$ cat config.mk
export PLATFORM = sky130hd
export DESIGN_NAME = axis_64_to_512_packer
export DESIGN_NICKNAME = d
export VERILOG_FILES = /design/src/rtl/axis_64_to_512_packer.sv
export SDC_FILE = /design/constraint.sdc
export NUM_CORES = 2
export LEC_CHECK = 0
export ABC_CLOCK_PERIOD_IN_PS = 3600
export BUFFER_PORTS_ARGS = -buffer_cell sky130_fd_sc_hd__buf_2
export CAP_MARGIN = 20
export CORE_ASPECT_RATIO = 1.1
export CORE_MARGIN = 3
export CORE_UTILIZATION = 55
export CTS_BUF_LIST = sky130_fd_sc_hd__clkbuf_4 sky130_fd_sc_hd__clkbuf_8
export DETAILED_ROUTE_END_ITERATION = 7
export PLACE_DENSITY = 0.77
export RECOVER_POWER = 50
export SYNTH_ARGS = -nofsm -noshare
export SYNTH_HDL_FRONTEND = slang
export SYNTH_SLANG_ARGS = --single-unit
$ cat constraint.sdc
create_clock -name aclk -period 3.6 [get_ports aclk]
set_clock_uncertainty 0.15 [all_clocks]
set_input_delay 0.18 -clock aclk [delete_from_list [all_inputs] [get_ports aclk]]
set_output_delay 0.18 -clock aclk [all_outputs]
set_load 0.01 [all_outputs]
$ cat src/rtl/axis_64_to_512_packer.sv
// axis_64_to_512_packer: packs RATIO narrow AXI-Stream beats into one wide beat, lane 0 first,
// with TLAST-closed partial words zero-padded and a one-word pending buffer for output stalls.
module axis_64_to_512_packer #(
  parameter int C_S00_AXIS_TDATA_WIDTH = 64,
  parameter int C_M00_AXIS_TDATA_WIDTH = 512,
  parameter int RATIO = C_M00_AXIS_TDATA_WIDTH / C_S00_AXIS_TDATA_WIDTH
) (
  input  logic                                aclk,
  input  logic                                aresetn,
  input  logic [C_S00_AXIS_TDATA_WIDTH-1:0]   S_AXIS_TDATA,
  input  logic                                S_AXIS_TVALID,
  input  logic                                S_AXIS_TLAST,
  output logic                                S_AXIS_TREADY,
  output logic [C_M00_AXIS_TDATA_WIDTH-1:0]   M_AXIS_TDATA,
  output logic [C_M00_AXIS_TDATA_WIDTH/8-1:0] M_AXIS_TKEEP,
  output logic                                M_AXIS_TVALID,
  output logic                                M_AXIS_TLAST,
  input  logic                                M_AXIS_TREADY,
  output logic [15:0]                         frame_count
);
  localparam int SW = C_S00_AXIS_TDATA_WIDTH;
  localparam int MW = C_M00_AXIS_TDATA_WIDTH;
  localparam int SK = SW / 8;
  localparam int MK = MW / 8;
  localparam int IW = $clog2(RATIO);
  typedef enum logic {FILL, HOLD} state_t;
  state_t state_q, state_d;
  logic [MW-1:0] acc_q, acc_d, acc_w, m_data_q, m_data_d;
  logic [MK-1:0] keep_q, keep_d, keep_w, m_keep_q, m_keep_d;
  logic [IW-1:0] idx_q, idx_d;
  logic [15:0] frame_count_q, frame_count_d;
  logic last_q, last_d, m_valid_q, m_valid_d, m_last_q, m_last_d, s_ready_q, s_ready_d;
  logic accept, complete, out_free;
  always_comb begin
    acc_w = acc_q;
    keep_w = keep_q;
    acc_w[idx_q*SW +: SW] = S_AXIS_TDATA;
    keep_w[idx_q*SK +: SK] = '1;
    accept = S_AXIS_TVALID && s_ready_q;
    complete = accept && (S_AXIS_TLAST || idx_q == IW'(RATIO - 1));
    out_free = !m_valid_q || M_AXIS_TREADY;
    state_d = state_q;
    acc_d = acc_q;
    keep_d = keep_q;
    idx_d = idx_q;
    last_d = last_q;
    m_data_d = m_data_q;
    m_keep_d = m_keep_q;
    m_last_d = m_last_q;
    m_valid_d = m_valid_q && !M_AXIS_TREADY;
    frame_count_d = frame_count_q + 16'(m_valid_q && M_AXIS_TREADY && m_last_q);
    if (state_q == HOLD) begin
      if (out_free) begin
        m_data_d = acc_q;
        m_keep_d = keep_q;
        m_last_d = last_q;
        m_valid_d = 1'b1;
        acc_d = '0;
        keep_d = '0;
        state_d = FILL;
      end
    end else if (accept) begin
      idx_d = complete ? '0 : idx_q + 1'b1;
      if (complete && out_free) begin
        m_data_d = acc_w;
        m_keep_d = keep_w;
        m_last_d = S_AXIS_TLAST;
        m_valid_d = 1'b1;
        acc_d = '0;
        keep_d = '0;
      end else begin
        // a closed word that cannot leave parks in the accumulator until the output frees
        acc_d = acc_w;
        keep_d = keep_w;
        last_d = S_AXIS_TLAST;
        state_d = complete ? HOLD : FILL;
      end
    end
    s_ready_d = state_d == FILL;
  end
  always_ff @(posedge aclk or negedge aresetn) begin
    if (!aresetn) begin
      state_q <= FILL;
      acc_q <= '0;
      keep_q <= '0;
      idx_q <= '0;
      last_q <= 1'b0;
      m_data_q <= '0;
      m_keep_q <= '0;
      m_last_q <= 1'b0;
      m_valid_q <= 1'b0;
      s_ready_q <= 1'b1;
      frame_count_q <= '0;
    end else begin
      state_q <= state_d;
      acc_q <= acc_d;
      keep_q <= keep_d;
      idx_q <= idx_d;
      last_q <= last_d;
      m_data_q <= m_data_d;
      m_keep_q <= m_keep_d;
      m_last_q <= m_last_d;
      m_valid_q <= m_valid_d;
      s_ready_q <= s_ready_d;
      frame_count_q <= frame_count_d;
    end
  end
  assign S_AXIS_TREADY = s_ready_q;
  assign M_AXIS_TDATA = m_data_q;
  assign M_AXIS_TKEEP = m_keep_q;
  assign M_AXIS_TVALID = m_valid_q;
  assign M_AXIS_TLAST = m_last_q;
  assign frame_count = frame_count_q;
endmodule

==> impl_metrics.env <==
export IMPL_rsz0062_at_grt="false"
export IMPL_crit_path_max_fanout=44
export IMPL_clockBufferDepth=3
export IMPL_cts_setup_buffers=0
export IMPL_overflow=0
export IMPL_synthCells=4611
export IMPL_ant_nets=0
export IMPL_p_int_w=0.0235
export IMPL_path_common_cell="dlygate4sd3_1"
export IMPL_cts_root_buf="clkbuf_8"
export IMPL_hold_viol=0
export IMPL_cp_arrival_ns=4.17
export IMPL_dp_hpwl_um=100000
export IMPL_clk_latency_ns=0.86
export IMPL_pwr_density_cell_nw_per_um2=618
export IMPL_endpoint_kind="asynchronous set/reset pin"
export IMPL_fin_crit_sh=0.948
export IMPL_clkPwrFrac=0.338
export IMPL_status="complete, but fails checks"
export IMPL_cts_buffers_inserted=183
export IMPL_slew_viol_final=15
export IMPL_pwr_share_seq=0.457
export IMPL_slowest_stage="dlymetal6s4s_1"
export IMPL_drt_wl_total_um=164000
export IMPL_rr_endpoint="acc_q[413]$_DFFE_PN0P_"
export IMPL_die_area_um2=92200
export IMPL_via_per_inst=6.48
export IMPL_dp_cells=5968
export IMPL_drtPass1Iterations=8
export IMPL_ioPinCount=664
export IMPL_hold_class="input port to flip-flop"
export IMPL_cp_required_ns=4.36
export IMPL_start_util=0.560
export IMPL_clk_pin_slew_worst_paths_ns=0.06
export IMPL_clock_sinks=1176
export IMPL_gp_congestion=0.873
export IMPL_finalCriticalPeriod_ns=3.41
export IMPL_cts_tree="yes"
export IMPL_max_freq_ghz=0.293
export IMPL_ys_seq_area_frac=0.604
export IMPL_grt_pass1_wl_um=247000
export IMPL_crit_path_start_kind="input port"
export IMPL_power_leakage_nw=25.3
export IMPL_syn_area_per_cell_um2=10.6
export IMPL_grt_pass1_vias=40000
export IMPL_synth_warnings=0
export IMPL_slew_limit_headroom=-0.721
export IMPL_worst_r2r_startpoint="idx_q[1]$_DFFE_PN0P_"
export IMPL_worst_pin_slew_ns=2.58
export IMPL_post_drt_wl_per_cell_um=25.7
export IMPL_via_count=41200
export IMPL_instances_no_fill=6368
export IMPL_grtUsageTotal=0.347
export IMPL_r2r_worst_path_cells=7
export IMPL_violations="design-rule violations, max-capacitance violations, max-slew violations"
export IMPL_drt_iter0_drc=5014
export IMPL_preCtsSetupSlack_ns=0.365
export IMPL_ir_drop_mv=0.410
export IMPL_ys_ff_latch=1176
export IMPL_switching_share=0.330
export IMPL_final_setup_tns_ns=0
export IMPL_p_comb_frac=0.204
export IMPL_portBuffers=663
export IMPL_hold_slack_ns=0.0836
export IMPL_crit_type="input port to asynchronous set/reset pin"
export IMPL_yosysUniqueCellTypes=53
export IMPL_dieWidth_um=290
export IMPL_grt_max_degree=173
export IMPL_fin_ws_ns=0.188
export IMPL_synthesis_nets=4689
export IMPL_cp_endpoint="acc_q[428]$_DFFE_PN0P_"
export IMPL_drive_gt1_frac=0.165
export IMPL_cpPeakStageDelay_ns=1.93
export IMPL_most_common_layout_cells="1,175 x dfrtp_1, 715 x nand2_1, 395 x o21ai_0"
export IMPL_switching_power_w=0.0116
export IMPL_final_setup_viol_count=0
export IMPL_cts_htree_levels=4
export IMPL_std_cell_rows=113
export IMPL_cap_violations=1
export IMPL_synthesis_area_um2=48700
export IMPL_path_cells="dlygate4sd3_1 > dlygate4sd3_1 > dlymetal6s4s_1 > clkbuf_4"
export IMPL_crit_start="aresetn"
export IMPL_core_um2=87100
export IMPL_fin_util=0.652
export IMPL_reg2reg_slack_ns=0.25
export IMPL_layout_commonest_cell="dfrtp_1"
export IMPL_nNetsFinal=5152
export IMPL_antenna_found_initial=2
export IMPL_drc=3
export IMPL_die_h_um=318
export IMPL_area_delta_synth_final_pct=16.5
registers in the layout, summed over array words and instances (netlist names):
signal	cells
M_AXIS_TDATA	512
M_AXIS_TKEEP	64
M_AXIS_TLAST	1
M_AXIS_TVALID	1
S_AXIS_TREADY	1
acc_q	512
frame_count	16
idx_q	3
keep_q	64
last_q	1
state_q	1
logic make-up after synthesis:
kind of cell    synth area share
compound gates             0.220
simple gates               0.111
flops                      0.604
buf+inv                   0.0555
mux                      0.00557
xor+xnor                 0.00252
fa+ha+maj                0.00231
cells in the mapped netlist, drive strengths merged:
cell type	instances	share of area
and3	7	0.00090
inv	7	0.00054
o21a	65	0.010
a21boi	1	0.00023
nand3b	1	0.00041
nand3	243	0.025
nor3	3	0.00031
nand4	6	0.00077
dfstp	1	0.00054
xor2	5	0.00090
ha	9	0.0023
a22o	128	0.023
nor2b	3	0.00039
a21o	8	0.0012
o22ai	39	0.0050
nor2	320	0.025
mux2	1	0.00023
o21ai	415	0.043
o2111ai	1	0.00018
o21ba	1	0.00021
a32oi	31	0.0056
and4	2	0.00036
or3	1	0.00023
o31a	1	0.00018
nor3b	2	0.00041
clkbuf	295	0.023
o2111a	1	0.00023
and2	3	0.00039
buf	274	0.032
a32o	384	0.079
o211ai	2	0.00051
dfrtp	1175	0.60
nand2b	1	0.00013
or2	1	0.00013
a21oi	124	0.013
o211a	1	0.00021
a31oi	294	0.038
o311a	2	0.00041
mux2i	26	0.0053
xnor2	9	0.0016
nand2	718	0.055
layout make-up:
type | count | area [um2]
Timing Repair Buffer | 847 | 5120
Sequential cell | 1176 | 29400
Multi-Input combinational cell | 2859 | 16800
Fill cell | 6794 | 30300
Antenna cell | 3 | 7.51
Clock buffer | 304 | 3700
Inverter | 7 | 26.3
Clock inverter | 22 | 204
Tap cell | 1150 | 1440
per-layer routing:
| metal | global-route usage | part of all wire | up-vias | wire length, um |
|---|---|---|---|---|
| met1 | 0.456 | 0.38 | 20500 | 62000 |
| met4 | 0.180 | 0.053 | 0 | 8740 |
| li1 | - | - | 17600 | - |
| met2 | 0.538 | 0.46 | 2654 | 76000 |
| met3 | 0.0839 | 0.10 | 456 | 17000 |
| met5 | 0 | 0 | - | 0 |
what timing repair did:
item,4_1_cts,5_1_grt
endpoints found under the hold margin,2213,0
hold buffers,70,0
gates resized for setup,0,0
power by group through the flow:
stage | Combinational (W) | Sequential [W] | Clock (W)
floorplan | 0.00332 | 0.0164 | 0
global placement | 0.00706 | 0.0161 | 0
detailed placement | 0.00722 | 0.0162 | 0
CTS | 0.00731 | 0.0160 | 0.0120
global route | 0.00773 | 0.0162 | 0.0126
finish | 0.00717 | 0.0160 | 0.0119
critical path, delay by kind of cell:
family | cells | cell delay (ns)
buf+inv | 4 | 3.91
metrics by stage:
stage / total power, W / instance area (um2)
2_1_floorplan: 0.0197 / 48700
3_3_place_gp: 0.0232 / 52500
3_5_place_dp: 0.0234 / 52500
4_1_cts: 0.0352 / 57200
5_1_grt: 0.0365 / 56800
6_report: 0.0351 / 56800
worst min-delay path by stage:
stage	startpoint	endpoint	slack, ns	depth (start not counted)
after floorplan	aresetn	M_AXIS_TDATA[0]$_DFFE_PN0P_	-0.27	0
after global placement	aresetn	M_AXIS_TDATA[1]$_DFFE_PN0P_	0.11	1
after detailed placement	aresetn	M_AXIS_TDATA[1]$_DFFE_PN0P_	0.12	1
after CTS	S_AXIS_TLAST	last_q$_DFFE_PN0P_	0.01	3
after global routing	S_AXIS_TLAST	last_q$_DFFE_PN0P_	0.04	3
final	S_AXIS_TLAST	last_q$_DFFE_PN0P_	0.08	3
Note: power is estimated with default switching activity, not from simulation.
